## config.mk

```make
export PLATFORM = sky130hd
export DESIGN_NAME = alu_op_sequencer
export DESIGN_NICKNAME = d
export VERILOG_FILES = /design/src/rtl/alu_op_sequencer.sv
export SDC_FILE = /design/constraint.sdc
export NUM_CORES = 1
export LEC_CHECK = 0
export CORE_MARGIN = 2
export CORE_UTILIZATION = 56
export DETAILED_ROUTE_END_ITERATION = 16
export PLACE_DENSITY_LB_ADDON = 0.05
export SLEW_MARGIN = 40
export SYNTH_ARGS = -nofsm -noshare
export SYNTH_HDL_FRONTEND = slang
export SYNTH_HIERARCHICAL = 1
export SYNTH_SLANG_ARGS = --single-unit
```

## constraint.sdc

```tcl
create_clock -name Clk -period 5.97 [get_ports Clk]
set_input_delay 1.194 -clock Clk [delete_from_list [all_inputs] [get_ports Clk]]
set_output_delay 1.194 -clock Clk [all_outputs]
set_load 0.01 [all_outputs]
```

## src/rtl/alu_op_sequencer.sv

```systemverilog
// Purpose: buffers ALU commands and issues them one at a time on the operand bus, returning each result.
// Latency: push to op_valid is 1 edge; op_valid to res_valid is LATENCY edges; one idle edge between results.
// Backpressure: cmd_ready drops while the FIFO is full; res_* hold stable until res_ready.

// Generic synchronous FIFO; occupancy count exported so the owner derives its own ready.
module alu_seq_fifo #(
    parameter int WIDTH = 8,
    parameter int DEPTH = 4
) (
    input  logic                     clk,
    input  logic                     rst,
    input  logic                     push,
    input  logic                     pop,
    input  logic [WIDTH-1:0]         wdat,
    output logic [WIDTH-1:0]         rdat,
    output logic [$clog2(DEPTH):0]   count
);
    localparam int AW = $clog2(DEPTH);
    localparam int CW = AW + 1;
    localparam logic [CW-1:0] FULL = CW'(DEPTH);

    logic [WIDTH-1:0] mem [DEPTH];
    logic [AW-1:0]    wr_ptr;
    logic [AW-1:0]    rd_ptr;
    logic             do_push;
    logic             do_pop;

    // Guard against overflow/underflow even if the owner misbehaves.
    assign do_push = push && (count != FULL);
    assign do_pop  = pop && (count != '0);
    assign rdat    = mem[rd_ptr];

    // Storage has no reset; only pointers and count define validity.
    always_ff @(posedge clk) begin
        if (do_push) begin
            mem[wr_ptr] <= wdat;
        end
    end

    // Pointer and occupancy tracking; pointers wrap naturally because DEPTH is a power of two.
    always_ff @(posedge clk) begin
        if (rst) begin
            wr_ptr <= '0;
            rd_ptr <= '0;
            count  <= '0;
        end else begin
            if (do_push) wr_ptr <= wr_ptr + 1'b1;
            if (do_pop)  rd_ptr <= rd_ptr + 1'b1;
            case ({do_push, do_pop})
                2'b10:   count <= count + 1'b1;
                2'b01:   count <= count - 1'b1;
                default: count <= count;
            endcase
        end
    end
endmodule

module alu_op_sequencer #(
    parameter int DEPTH   = 4,
    parameter int LATENCY = 1
) (
    input  logic       Clk,
    input  logic       Reset,
    input  logic       cmd_valid,
    output logic       cmd_ready,
    input  logic [3:0] cmd_m,
    input  logic [3:0] cmd_a,
    input  logic [3:0] cmd_b,
    input  logic       cmd_cin,
    output logic [3:0] op_a,
    output logic [3:0] op_b,
    output logic       op_cin,
    output logic [3:0] op_m,
    output logic       op_valid,
    input  logic [3:0] alu_r,
    input  logic       alu_of,
    output logic       res_valid,
    input  logic       res_ready,
    output logic [3:0] res_r,
    output logic       res_of,
    output logic [3:0] res_m,
    output logic       res_err,
    output logic       busy,
    output logic [7:0] of_count
);
    typedef struct packed {
        logic [3:0] m;
        logic [3:0] a;
        logic [3:0] b;
        logic       cin;
    } cmd_t;

    typedef enum logic [1:0] {IDLE, WAIT, RESULT} state_t;

    localparam int CW = $clog2(DEPTH) + 1;
    localparam logic [CW-1:0] FULL = CW'(DEPTH);

    cmd_t          wr_cmd;
    cmd_t          head;
    logic [CW-1:0] fifo_count;
    logic          push;
    logic          pop;
    state_t        state;
    logic [3:0]    wait_cnt;

    assign wr_cmd.m   = cmd_m;
    assign wr_cmd.a   = cmd_a;
    assign wr_cmd.b   = cmd_b;
    assign wr_cmd.cin = cmd_cin;

    // Ready comes from the pre-edge count, so a pop in the same edge never frees a slot early.
    assign cmd_ready = !Reset && (fifo_count < FULL);
    assign push      = cmd_valid && cmd_ready;
    assign pop       = (state == IDLE) && (fifo_count != '0);
    assign busy      = (state != IDLE) || (fifo_count != '0);

    alu_seq_fifo #(
        .WIDTH ($bits(cmd_t)),
        .DEPTH (DEPTH)
    ) u_fifo (
        .clk   (Clk),
        .rst   (Reset),
        .push  (push),
        .pop   (pop),
        .wdat  (wr_cmd),
        .rdat  (head),
        .count (fifo_count)
    );

    // Issue / wait / hand-off FSM with registered operand and result outputs.
    always_ff @(posedge Clk) begin
        if (Reset) begin
            state     <= IDLE;
            wait_cnt  <= '0;
            op_a      <= '0;
            op_b      <= '0;
            op_cin    <= 1'b0;
            op_m      <= '0;
            op_valid  <= 1'b0;
            res_valid <= 1'b0;
            res_r     <= '0;
            res_of    <= 1'b0;
            res_m     <= '0;
            res_err   <= 1'b0;
            of_count  <= '0;
        end else begin
            case (state)
                IDLE: begin
                    if (fifo_count != '0) begin
                        if (head.m[3]) begin
                            // Reserved opcode: report an error without touching the ALU bus.
                            res_err   <= 1'b1;
                            res_r     <= '0;
                            res_of    <= 1'b0;
                            res_m     <= head.m;
                            res_valid <= 1'b1;
                            state     <= RESULT;
                        end else begin
                            op_a     <= head.a;
                            op_b     <= head.b;
                            op_cin   <= head.cin;
                            op_m     <= head.m;
                            op_valid <= 1'b1;
                            wait_cnt <= 4'(LATENCY);
                            state    <= WAIT;
                        end
                    end
                end
                WAIT: begin
                    if (wait_cnt == 4'd1) begin
                        res_r     <= alu_r;
                        res_of    <= alu_of;
                        res_m     <= op_m;
                        res_err   <= 1'b0;
                        res_valid <= 1'b1;
                        op_valid  <= 1'b0;
                        state     <= RESULT;
                        if (alu_of && (of_count != 8'hFF)) begin
                            of_count <= of_count + 8'd1;
                        end
                    end
                    wait_cnt <= wait_cnt - 4'd1;
                end
                RESULT: begin
                    if (res_ready) begin
                        res_valid <= 1'b0;
                        state     <= IDLE;
                    end
                end
                default: state <= IDLE;
            endcase
        end
    end
endmodule

```

==> out/summary.txt <==
CTS Buf Count: 9
Routed WL: 7230 µm
Kind of critical path: in2out
Leak: 0.00156 µW
Pin count of the biggest net entering global routing: 46
Netlist cell types: 52
Ranking of synthesized cells by area: edfxtp_1 39%, dfxtp_1 23%, mux4_2 5.6%, a21oi_1 3.1%, nand2_1 2.6%
Port bufs: 55
Residual DRC: 0
Most common cell after layout, fill and taps aside: clkdlybuf4s50_1
Synthesized flop and latch total: 98
Post-DP HPWL: 4890 µm
Full die area: 7810 µm²
# hold bufs at CTS: 0
Final Slew Violations: 0
EDFF count, synth: 52
First-pass GRT wire length: 11,700 µm
Initial antenna violation count: 0
Mapped Area: 3990 µm²
Worst path required time: 4.78 ns
DR vias: 2,534
WL met1: 3320 µm
Final Skew: 0.0105 ns
Worst slew pin tran: 0.676 ns
Gr ovfl total: 0
Drt via density: 5.43
Syn avg cell area: 12.7 µm²
Final period utilization: 64.1%
Clock Latency Late Sink: 0.35 ns
Worst IR Drop VDD: 0.000182 V
Drt wl/cell: 15.5 µm
Post-Syn Instances: 313
Core box area: 6830 µm²
Status: completed
Max-cap viol count: 0
Synth warnings: 6
Fillers: 520
Die height: 88.4 µm
Vias in the first global route: 2,378
H-tree level count: 3
CP Max Fanout: 45
Post-route ant nets: 0
Net Count, Synth: 344
Worst setup EP type: output pin
Max Used Layer: met4
Synth area leader: edfxtp_1
Clk buf depth: 2
Final min period: 3.83 ns
Starting Density: 58.4%
Clock transition at path regs: 0.10 ns
Final setup fails: 0
Async S/R FF share, synth: 0%
# rows: 30
# clock sinks: 98
Final nets: 397
Routed wl met3: 345 µm
Power Dens Cells: 353 nW/µm²
CP arrival: 2.64 ns
Final hold viol count: 0
I/O pin cnt: 57
PostCTS Resize Cnt: 0
Sequential share of the synthesized area: 62.3%
Worst Hold Class: reg2reg
Startpoint Class: primary input
Drt first pass iters: 5
First DRT Iteration DRCs: 118
Share of the synthesized area in the top cell type: 39.2%
Setup TNS Final: 0 ns
GP Congestion: 0.779
Antenna cells: 0
Layout area overhead: 20.1%
Predominant post-synthesis flop cell: edfxtp_1
RSZ-0062 raised after global routing: no
TritonCTS clock tree: yes
Relative slew slack: 54.9%
Global Route Usage Sum: 20.0%
Most frequent cells in the layout: 55 x clkdlybuf4s50_1, 52 x edfxtp_1, 45 x dfxtp_1
Peak Freq: 261 MHz
Met2 Wirelength: 3530 µm
Post-CTS Setup Inserts: 0
Clock Tree Root: clkbuf_8
Fraction of layout cells with a size suffix above 1: 9.16%
Die width: 88.4 µm
Final core occ: 70.1%
per-layer routing:
metal	GRT usage [%]	vias to the layer above
met3	3.36	2
met4	7.44	0
li1	-	1261
met2	32.1	57
met1	27.8	1214
met5	0	-
metrics by stage:
step	power [µW]	setup WS [ns]	area, µm²	instances	hold WS [ns]
after detailed placement	1300	2.10	4600	451	0.450
after global routing	1790	2.07	4790	467	0.488
after CTS	1700	2.13	4790	467	0.465
after floorplan	1130	2.86	3990	313	0.478
after global placement	1280	2.14	4600	451	0.443
final	1690	2.14	4790	467	0.462
cell families after synthesis:
logic type                 count (synthesis)  synth area share [%]
AOI/OAI and AO/OA                         55                  9.20
xor gates and xnor gates                   5                  1.10
adders and majority gates                  9                  3.01
buffers and inverters                     32                  3.64
DFF                                       98                  62.3
muxes                                     15                  8.16
other                                      1                0.0941
and+or+nand+nor                           98                  12.5
cell usage after synthesis, drive strengths merged (3+ instances only):
master	n
a2111oi	3
a211oi	4
a21oi	25
a31oi	3
a32o	4
and2	5
and2b	4
buf	6
clkbuf	9
dfxtp	46
edfxtp	52
ha	8
inv	17
mux4	13
nand2	28
nand2b	3
nand3b	4
nor2	22
nor3	7
nor4	5
o21ai	6
or3	7
xor2	3
state kept, by name, indices dropped and copies added (netlist names), 4 cells and up, named ones only:
signal / count
u_fifo/mem: 52
res_r: 4
op_b: 4
wait_cnt: 4
op_a: 4
of_count: 8
power by group:
part	leakage, µW	switching, µW	internal (µW)
Combinational	0.000611	204	216
Sequential	0.000846	80.8	779
Clock	0.0000991	247	164
Total	0.00156	532	1160
worst max-delay path, stage by stage:
cell	delay [ns]
clkdlybuf4s50_1	0.45
buf_4	0.40
nor2_1	0.10
clkdlybuf4s50_1	0.49
layout make-up:
cell class	instances	area (µm²)	share of cell area, %
Sequential cell	98	2480	51.9
Multi-Input combinational cell	183	1370	28.5
Timing Repair Buffer	57	566	11.8
Clock buffer	9	124	2.59
Tap cell	96	120	2.51
Clock inverter	7	66.3	1.38
Inverter	17	63.8	1.33
worst paths after layout:
path                   start              end  slack (ns)  cells past startpoint
max                    Reset        cmd_ready        2.14                      4
min                  op_a[3]          op_a[3]        0.46                      2
max reg2reg  u_fifo/count[2]  u_fifo/count[2]        3.44                      9
min reg2reg          op_a[3]          op_a[3]        0.46                      2
Power figures use the tool's default switching activity.
